### config.mk
export PLATFORM = sky130hd
export DESIGN_NAME = plot_sequencer
export DESIGN_NICKNAME = d
export VERILOG_FILES = /design/src/rtl/plotter_pkg.sv /design/src/rtl/plot_coord_map.sv /design/src/rtl/plot_sequencer.sv
export SDC_FILE = /design/constraint.sdc
export NUM_CORES = 1
export LEC_CHECK = 0
export CAP_MARGIN = 5
export CELL_PAD_IN_SITES_DETAIL_PLACEMENT = 2
export CELL_PAD_IN_SITES_GLOBAL_PLACEMENT = 2
export CORE_UTILIZATION = 36
export CTS_CLUSTER_DIAMETER = 200
export DETAILED_ROUTE_END_ITERATION = 12
export PLACE_DENSITY = 0.87
export SYNTH_ARGS = -nofsm -noshare
export SYNTH_HDL_FRONTEND = slang
export SYNTH_SLANG_ARGS = --single-unit
### constraint.sdc
create_clock -name clk -period 6.5 [get_ports clk]
set_clock_uncertainty 0.2 [all_clocks]
set_input_delay 1.3 -clock clk [delete_from_list [all_inputs] [get_ports clk]]
set_output_delay 1.3 -clock clk [all_outputs]
set_load 0.01 [all_outputs]
### src/rtl/plotter_pkg.sv
// Shared constants for the function plotter: fixed-point number format, screen
// geometry, plot scale and the sequencer state encoding. Used by the sequencer,
// coordinate mapper, parser, evaluator and framebuffer.
package plotter_pkg;

  // Signed fixed-point number format
  localparam int unsigned DFLT_INTEGER_PART_WIDTH    = 8;
  localparam int unsigned DFLT_FRACTIONAL_PART_WIDTH = 8;
  localparam int unsigned NUMBER_WIDTH =
    DFLT_INTEGER_PART_WIDTH + DFLT_FRACTIONAL_PART_WIDTH;

  // Screen geometry; plot origin sits at the screen centre
  localparam int unsigned DFLT_SCREEN_WIDTH  = 640;
  localparam int unsigned DFLT_SCREEN_HEIGHT = 480;

  // Scale: 2**DFLT_PIXELS_PER_UNIT_LOG2 pixels per unit, at most one per LSB
  localparam int unsigned DFLT_PIXELS_PER_UNIT_LOG2 = 4;

  // Sequencer states
  typedef enum logic [3:0] {
    ST_IDLE        = 4'd0,
    ST_CLEAR       = 4'd1,
    ST_CLEAR_WAIT  = 4'd2,
    ST_PARSE       = 4'd3,
    ST_PARSE_LEAVE = 4'd4,
    ST_PARSE_WAIT  = 4'd5,
    ST_EVAL        = 4'd6,
    ST_EVAL_WAIT   = 4'd7,
    ST_MAP         = 4'd8,
    ST_PLOT        = 4'd9,
    ST_NEXT_COL    = 4'd10,
    ST_FINISH      = 4'd11
  } plot_state_e;

endpackage

### src/rtl/plot_coord_map.sv
// Combinational screen <-> plot coordinate conversion.
//   col        in   screen column
//   y          in   signed fixed-point function value
//   x_c        out  signed fixed-point x for the column (origin at screen centre)
//   row_c      out  screen row for y (low bits of the wide result)
//   in_range_c out  row lies inside 0 .. SCREEN_HEIGHT-1
module plot_coord_map
  import plotter_pkg::*;
#(
  parameter int unsigned INTEGER_PART_WIDTH    = DFLT_INTEGER_PART_WIDTH,
  parameter int unsigned FRACTIONAL_PART_WIDTH = DFLT_FRACTIONAL_PART_WIDTH,
  parameter int unsigned SCREEN_WIDTH          = DFLT_SCREEN_WIDTH,
  parameter int unsigned SCREEN_HEIGHT         = DFLT_SCREEN_HEIGHT,
  parameter int unsigned PIXELS_PER_UNIT_LOG2  = DFLT_PIXELS_PER_UNIT_LOG2,
  localparam int unsigned NW = INTEGER_PART_WIDTH + FRACTIONAL_PART_WIDTH,
  localparam int unsigned XW = $clog2(SCREEN_WIDTH),
  localparam int unsigned YW = $clog2(SCREEN_HEIGHT)
) (
  input  logic [XW-1:0] col,
  input  logic [NW-1:0] y,
  output logic [NW-1:0] x_c,
  output logic [YW-1:0] row_c,
  output logic          in_range_c
);

  // One pixel step equals 2**SH fixed-point LSBs
  localparam int unsigned SH = FRACTIONAL_PART_WIDTH - PIXELS_PER_UNIT_LOG2;
  // Two guard bits so that H/2 - y cannot wrap for any y
  localparam int unsigned MW = NW + 2;

  // Column to x: centre-relative pixel offset scaled to fixed point
  logic signed [31:0] col_off;
  assign col_off = signed'(32'(col)) - signed'(32'(SCREEN_WIDTH / 2));
  assign x_c     = NW'(col_off <<< SH);

  // y to row: screen rows grow downward, so subtract from the centre row
  logic signed [MW-1:0] y_ext;
  logic signed [MW-1:0] half_h;
  logic signed [MW-1:0] height_s;
  logic signed [MW-1:0] row_w;

  assign y_ext      = {{2{y[NW-1]}}, y};
  assign half_h     = MW'(SCREEN_HEIGHT / 2);
  assign height_s   = MW'(SCREEN_HEIGHT);
  assign row_w      = half_h - (y_ext >>> SH);
  assign in_range_c = ~row_w[MW-1] & (row_w < height_s);
  assign row_c      = YW'(row_w);

endmodule

### src/rtl/plot_sequencer.sv
// Plot controller: on redraw clears the framebuffer, runs the parser once, then
// evaluates the expression for every screen column and writes in-range points.
//   clk, rst                    clock, asynchronous active-high reset
//   redraw_req                  request a (re)draw; extra requests while busy collapse to one
//   busy, done                  busy from accept to end of sweep; done pulses at end
//   clear_start / clear_done    framebuffer clear handshake
//   parser_start / parser_ready parser start pulse / idle level
//   eval_start, eval_x          evaluator start pulse and x operand
//   eval_valid/result/error     evaluator response
//   pixel_valid/ready/x/y       framebuffer pixel write (valid held until ready)
module plot_sequencer
  import plotter_pkg::*;
#(
  parameter int unsigned INTEGER_PART_WIDTH    = DFLT_INTEGER_PART_WIDTH,
  parameter int unsigned FRACTIONAL_PART_WIDTH = DFLT_FRACTIONAL_PART_WIDTH,
  parameter int unsigned SCREEN_WIDTH          = DFLT_SCREEN_WIDTH,
  parameter int unsigned SCREEN_HEIGHT         = DFLT_SCREEN_HEIGHT,
  parameter int unsigned PIXELS_PER_UNIT_LOG2  = DFLT_PIXELS_PER_UNIT_LOG2,
  localparam int unsigned NW = INTEGER_PART_WIDTH + FRACTIONAL_PART_WIDTH,
  localparam int unsigned XW = $clog2(SCREEN_WIDTH),
  localparam int unsigned YW = $clog2(SCREEN_HEIGHT)
) (
  input  logic          clk,
  input  logic          rst,
  input  logic          redraw_req,
  output logic          busy,
  output logic          done,
  output logic          clear_start,
  input  logic          clear_done,
  output logic          parser_start,
  input  logic          parser_ready,
  output logic          eval_start,
  output logic [NW-1:0] eval_x,
  input  logic          eval_valid,
  input  logic [NW-1:0] eval_result,
  input  logic          eval_error,
  output logic          pixel_valid,
  input  logic          pixel_ready,
  output logic [XW-1:0] pixel_x,
  output logic [YW-1:0] pixel_y
);

  plot_state_e   state_q, state_d;
  logic [XW-1:0] col_q, col_d;
  logic          pending_q, pending_d;
  logic [NW-1:0] y_q, y_d;
  logic          err_q, err_d;

  logic          busy_q, busy_d;
  logic          done_q, done_d;
  logic          clear_start_q, clear_start_d;
  logic          parser_start_q, parser_start_d;
  logic          eval_start_q, eval_start_d;
  logic [NW-1:0] eval_x_q, eval_x_d;
  logic          pixel_valid_q, pixel_valid_d;
  logic [XW-1:0] pixel_x_q, pixel_x_d;
  logic [YW-1:0] pixel_y_q, pixel_y_d;

  logic [NW-1:0] map_x_c;
  logic [YW-1:0] map_row_c;
  logic          map_in_range_c;

  // x is computed for the column about to be evaluated; row from the captured y
  plot_coord_map #(
    .INTEGER_PART_WIDTH   (INTEGER_PART_WIDTH),
    .FRACTIONAL_PART_WIDTH(FRACTIONAL_PART_WIDTH),
    .SCREEN_WIDTH         (SCREEN_WIDTH),
    .SCREEN_HEIGHT        (SCREEN_HEIGHT),
    .PIXELS_PER_UNIT_LOG2 (PIXELS_PER_UNIT_LOG2)
  ) u_map (
    .col       (col_d),
    .y         (y_q),
    .x_c       (map_x_c),
    .row_c     (map_row_c),
    .in_range_c(map_in_range_c)
  );

  // State, datapath and output registers
  always_ff @(posedge clk or posedge rst) begin
    if (rst) begin
      state_q        <= ST_IDLE;
      col_q          <= '0;
      pending_q      <= 1'b0;
      y_q            <= '0;
      err_q          <= 1'b0;
      busy_q         <= 1'b0;
      done_q         <= 1'b0;
      clear_start_q  <= 1'b0;
      parser_start_q <= 1'b0;
      eval_start_q   <= 1'b0;
      eval_x_q       <= '0;
      pixel_valid_q  <= 1'b0;
      pixel_x_q      <= '0;
      pixel_y_q      <= '0;
    end else begin
      state_q        <= state_d;
      col_q          <= col_d;
      pending_q      <= pending_d;
      y_q            <= y_d;
      err_q          <= err_d;
      busy_q         <= busy_d;
      done_q         <= done_d;
      clear_start_q  <= clear_start_d;
      parser_start_q <= parser_start_d;
      eval_start_q   <= eval_start_d;
      eval_x_q       <= eval_x_d;
      pixel_valid_q  <= pixel_valid_d;
      pixel_x_q      <= pixel_x_d;
      pixel_y_q      <= pixel_y_d;
    end
  end

  // Next state, column counter, pending flag and evaluator capture
  always_comb begin
    state_d   = state_q;
    col_d     = col_q;
    pending_d = pending_q;
    y_d       = y_q;
    err_d     = err_q;

    // Requests arriving during a draw collapse into a single follow-up draw
    if (redraw_req && (state_q != ST_IDLE)) begin
      pending_d = 1'b1;
    end

    case (state_q)
      ST_IDLE: begin
        if (redraw_req || pending_q) begin
          state_d   = ST_CLEAR;
          pending_d = 1'b0;
        end
      end
      ST_CLEAR: begin
        state_d = ST_CLEAR_WAIT;
        col_d   = '0;
      end
      ST_CLEAR_WAIT: begin
        if (clear_done) state_d = ST_PARSE;
      end
      ST_PARSE: begin
        state_d = ST_PARSE_LEAVE;
      end
      // Ready is still high from before the start; see it fall before trusting it
      ST_PARSE_LEAVE: begin
        if (!parser_ready) state_d = ST_PARSE_WAIT;
      end
      ST_PARSE_WAIT: begin
        if (parser_ready) state_d = ST_EVAL;
      end
      ST_EVAL: begin
        state_d = ST_EVAL_WAIT;
      end
      ST_EVAL_WAIT: begin
        if (eval_valid) begin
          y_d     = eval_result;
          err_d   = eval_error;
          state_d = ST_MAP;
        end
      end
      ST_MAP: begin
        state_d = (!err_q && map_in_range_c) ? ST_PLOT : ST_NEXT_COL;
      end
      ST_PLOT: begin
        if (pixel_valid_q && pixel_ready) state_d = ST_NEXT_COL;
      end
      ST_NEXT_COL: begin
        if (col_q == XW'(SCREEN_WIDTH - 1)) begin
          state_d = ST_FINISH;
        end else begin
          col_d   = col_q + XW'(1);
          state_d = ST_EVAL;
        end
      end
      // A request seen now or earlier restarts straight away, keeping busy high
      ST_FINISH: begin
        if (pending_q || redraw_req) begin
          state_d   = ST_CLEAR;
          pending_d = 1'b0;
        end else begin
          state_d = ST_IDLE;
        end
      end
      default: begin
        state_d = ST_IDLE;
      end
    endcase
  end

  // Outputs decoded from the next state so the registered copies line up with state_q
  always_comb begin
    busy_d         = (state_d != ST_IDLE);
    done_d         = (state_d == ST_FINISH);
    clear_start_d  = (state_d == ST_CLEAR);
    parser_start_d = (state_d == ST_PARSE);
    eval_start_d   = (state_d == ST_EVAL);
    pixel_valid_d  = (state_d == ST_PLOT);
    eval_x_d       = eval_x_q;
    pixel_x_d      = pixel_x_q;
    pixel_y_d      = pixel_y_q;

    if (state_d == ST_EVAL) begin
      eval_x_d = map_x_c;
    end
    if ((state_q == ST_MAP) && (state_d == ST_PLOT)) begin
      pixel_x_d = col_q;
      pixel_y_d = map_row_c;
    end
  end

  assign busy         = busy_q;
  assign done         = done_q;
  assign clear_start  = clear_start_q;
  assign parser_start = parser_start_q;
  assign eval_start   = eval_start_q;
  assign eval_x       = eval_x_q;
  assign pixel_valid  = pixel_valid_q;
  assign pixel_x      = pixel_x_q;
  assign pixel_y      = pixel_y_q;

endmodule
-- Yosys cells after proc, flatten, opt, wreduce, memory -nomap -nowiden
Index checks and enable logic that the tools add are counted.
- add/subtract/negate cells: 3
- multipliers: 0
- divide/modulo/power cells: 0
- order comparisons: 1
- eq/ne operators: 17
- shift-type cells: 0
- multiplexer cells: 15
- bitwise gates (word level): 2
- reductions and logical operators: 11
- operators with widths (kind ; number):
    one-hot mux 4 bit (12 select lines) ; 1
    2-to-1 mux 4 bit ; 7
    == test 4 bit, second input constant ; 6
    == test 4 x 3 -> 1 bit, second input constant ; 5
    one-hot mux 10 bit (2 select lines) ; 1
    less-than comparator 13 x 10 -> 1 bit, second input constant ; 1
    subtractor 9 x 12 -> 13 bit, first input constant ; 1
    == test 4 x 2 -> 1 bit, second input constant ; 3
    subtractor 10 x 9 -> 11 bit, second input constant ; 1
    adder 10 x 1 -> 10 bit, second input constant ; 1
    == test 10 bit, second input constant ; 1
    2-to-1 mux 10 bit ; 1
    == test 4 x 1 -> 1 bit, second input constant ; 2
    nonzero test 4 bit ; 2
    logical AND 1 bit ; 4
    logical NOT 4 bit ; 1
    2-to-1 mux 1 bit ; 4
    2-to-1 mux 2 bit ; 1
    AND reduction 2 bit ; 1
    OR reduction 2 bit ; 1
    AND 1 bit ; 1
    logical NOT 1 bit ; 1
    logical OR 1 bit ; 1
    NOT 1 bit ; 1
- bits in registers: 69
- latch bits: 0
- bits in writable memories: 0
- bits in read-only memories: 0
- input port bits: 24
- output and inout port bits: 41
- memories: 0

-- Longest topological paths before layout
- depth in word-level cells: 8
- depth in mapped cells: 10

-- By module
From an unflattened synthesis, not the netlist that was laid out.
- cell total of the unflattened synthesis: 279
- area total of the unflattened synthesis: 3517.1 sq um
- by module, submodules not included (module ; instances ; cells each ; area each (sq um) ; seq. area each (sq um)):
    plot_sequencer ; 1 ; 221 ; 3085.5 ; 1826.8
    plot_coord_map ; 1 ; 58 ; 431.7 ; 0.0

-- Worst setup path after synthesis
Ideal clock, no wire load.
- path type: input to register
- start: in eval_valid
- end: reg eval_x_q[10] (netlist: eval_x[10])
- library setup time: 125 ps
- arrival time: 2563 ps
- path slack: 3613 ps
- cell stages on the path: 7
- cell sequence: nand2b_1 -> nand2_1 -> a32oi_1 -> o21a_1 -> a211oi_2 -> buf_4 -> mux2_2
- word-level cells in the longest chain between the ends: 3
- RTL lines (element ; RTL line ; text):
    from (decl) ; plot_sequencer.sv:34 ; input logic eval_valid,
    2-to-1 mux 4 bit ; plot_sequencer.sv:154 ; if (eval_valid) begin
    one-hot mux 4 bit (12 select lines) ; plot_sequencer.sv:126 ; case (state_q)
    == test 4 x 3 -> 1 bit ; n/a ;
    named net eval_start_d ; plot_sequencer.sv:53 ; logic eval_start_q, eval_start_d;
    to (signal assigned) ; plot_sequencer.sv:106 ; eval_x_q <= eval_x_d;
    to (decl) ; plot_sequencer.sv:54 ; logic [NW-1:0] eval_x_q, eval_x_d;
The timed path passes the listed nets, and every way through them passes these cells.
A chain may end at the register's enable or synchronous reset.

-- Worst setup path in the final report
- start: in eval_valid
- end: reg eval_x_q[8] (netlist: eval_x[8])
- word-level cells in the longest chain between the ends: 3
- RTL lines (element ; RTL line ; text):
    2-to-1 mux 4 bit ; plot_sequencer.sv:154 ;
    one-hot mux 4 bit (12 select lines) ; plot_sequencer.sv:126 ;
    == test 4 x 3 -> 1 bit ; plot_sequencer.sv:201 ; if (state_d == ST_EVAL) begin
Every way passes these cells.

==> results.yml <==
synthesis:
  synth_top_area_frac: 0.508
  synth.largest_area_cell: "dfrtp_1"
  synth_ff_type: "dfrtp_1"
  synth_edf_count: 0
  synthCells: 260
  ys_ff_latch: 64
  ys_top_cells_by_area: "dfrtp_1, mux2_4, mux2_2"
  yosys_warnings: 0
  ys_seq_area_frac: 0.508
  avgSynthCellArea_sq_um: 12.1
  synth_area_sq_um: 3160
  yosysUniqueCellTypes: 57
  synthArstFlopShare: 1.00
placed_design:
  placedCellCount: 411
  gp_congestion: 0.738
  io_buffers: 56
  place_hpwl_mm: 5.75
cells_and_area:
  nNetsFinal: 344
  n_antenna_cell: 0
  finish.utilization: 0.473
  area_growth_syn_to_layout_pct: 25.0
  final_cells: 425
  drive_gt1_frac: 0.213
global_route:
  grt_max_degree: 65
  grt_pass1_wl_mm: 12.9
  grt_pass1_vias: 2419
  grtUsageTotal: 0.194
  antenna_found_initial: 0
  grt_overflow: 0
clock_network:
  cts_buffers: 9
  cts.clk_slew.worst_paths_ns: 0.07
  cts_max_level: 3
  cts_hold_buf: 0
  cts_root_buf: "clkbuf_8"
  clk_path_buf_depth: 2
  clock_latency_ns: 0.34
  cts_post_setup_buffers_inserted: 0
  cts-resized-gates: 0
  clock_sinks: 64
  cts_tree: "yes"
flow_run:
  cap_violations: 0
hold_path:
  hp-class: "reg2reg"
run_status:
  status: "finished clean"
worst_setup_path:
  crit_path_end_kind: "flop"
  cp_top_family: "compound AO/OA/AOI/OAI gates"
  path_buf_inv: 1
  required_ns: 6.53
  arrival_ns: 3.82
  critPathLaunchType: "primary input"
  worst_path_largest_cell_delay_ns: 0.98
  cp_cell_sequence: "clkdlybuf4s50_1, nand2b_1, nand2_1, a32oi_1, o21a_1, a211oi_2, mux2_2"
  worst-setup-path-type: "in2reg"
  worstPathMaxFanout: 12
  crit_slowest_cell: "a211oi_2"
power:
  irDropWorstVdd_uv: 123
  total_leakage_power_nw: 1.82
  power_density_nw_per_um2: 365
sta:
  final_max_slew_viol_count: 0
  setup_tns_ns: 0
  rsz0062_at_grt: "false"
  relSlewSlack: 0.222
  setup_viol: 0
  finalCriticalPeriod_ns: 3.79
  hold_viol: 0
  worst_pin_slew_ns: 1.16
  fin_crit_sh: 0.584
  max_freq_mhz: 264
  hold-worst-slack_ns: 0.307
routing:
  via_per_inst: 5.30
  drtIter0Drc: 33
  drc: 0
  first_pass_iters: 4
  ant_nets: 0
  drt-wirelength-per-cell_um: 19.4
  wl_mm: 8.23
  dr_total_vias: 2251
floorplanning:
  die_area_sq_um: 9140
  start_util: 0.378
  io_pins: 65
  die-width_um: 95.6
  rows: 33
  core_sq_um: 8340
  die_h_um: 95.6
Yosys cell counts (2+ instances only):
| cell type | n |
|---|---|
| ha_1 | 3 |
| a21oi_1 | 8 |
| mux2_4 | 19 |
| mux2i_1 | 5 |
| buf_4 | 7 |
| o31ai_1 | 2 |
| dfrtp_1 | 64 |
| nor3_1 | 3 |
| o21ai_0 | 3 |
| clkbuf_1 | 2 |
| mux2_2 | 22 |
| nor2_1 | 13 |
| nand4_2 | 2 |
| nor4_1 | 2 |
| xor2_1 | 2 |
| or3b_2 | 2 |
| or3_1 | 3 |
| a31oi_1 | 4 |
| a211o_1 | 2 |
| a211oi_2 | 2 |
| o31a_1 | 2 |
| nor2b_1 | 2 |
| buf_6 | 2 |
| xnor2_1 | 6 |
| nand4_1 | 4 |
| buf_2 | 4 |
| nand2b_1 | 4 |
| nand3_1 | 6 |
| inv_1 | 15 |
| nor3b_1 | 2 |
| nand2_1 | 16 |
| o21a_1 | 2 |
flip-flops by register name, summed over array words and instances, names as in the netlist:
name,flops
col_q,10
parser_start,1
busy,1
y_q,12
eval_start,1
err_q,1
pixel_x,10
pixel_y,9
done,1
eval_x,11
clear_start,1
pending_q,1
state_q,4
pixel_valid,1
stage by stage:
step	power [mW]	setup slack, ns	area, sq um
floorplan	0.940	3.40	3170
global placement	1.08	2.40	3770
detailed placement	1.12	2.33	3770
CTS	1.45	2.69	3940
global route	1.52	2.56	3940
finish	1.44	2.71	3940
placed cells by master (no fill, tap or decap), drive strengths merged, types with 5 or more instances in the layout:
master,n
dfrtp,64
clkdlybuf4s50,56
mux2,42
nand2,16
inv,15
clkbuf,14
nor2,13
a21oi,9
nand3,6
xnor2,6
nand4,6
mux2i,5
worst paths after layout:
check	from	to	slack (ns)	depth (start not counted)
min in group asynchronous	rst	y_q[12]	1.32	3
max reg2reg	col_q[0]	eval_x[8]	3.28	7
min	eval_x[9]	eval_x[9]	0.31	1
max in group asynchronous	rst	pixel_x[6]	4.26	3
min reg2reg	eval_x[9]	eval_x[9]	0.31	1
max	eval_valid	eval_x[8]	2.71	7
metal layers:
metal,vias up,share of wire,track usage,wire [um]
met1,1149,0.45,0.240,3680
met5,-,0,0,0
li1,1035,-,-,-
met2,54,0.50,0.326,4080
met3,13,0.034,0.0423,280
met4,0,0.023,0.0808,187
final cells by class:
class,count,area (sq um)
Tap cell,105,131
Fill cell,826,4400
Inverter,15,56.3
Multi-Input combinational cell,169,1410
Timing Repair Buffer,58,576
Clock buffer,14,173
Sequential cell,64,1600
power breakdown:
part	total (mW)	switching [mW]	leakage, nW	internal, mW
clock	0.317	0.150	0.0886	0.166
combinational	0.501	0.229	0.895	0.272
sequential	0.621	0.127	0.833	0.494
cells by family (layout without fill, tap and decap cells):
logic type / after synthesis / count (layout) / synth area share
flip-flops: 64 / 64 / 0.508
AND/OR/NAND/NOR: 70 / 70 / 0.128
buffers and inverters: 30 / 87 / 0.0504
multiplexers: 47 / 47 / 0.188
other: 1 / 4 / 0.00119
XOR/XNOR: 8 / 8 / 0.0222
adder cells (fa/ha/maj): 3 / 3 / 0.0119
AO/OA/AOI/OAI: 37 / 37 / 0.0908
No activity file was read; power rests on OpenSTA's default activity.
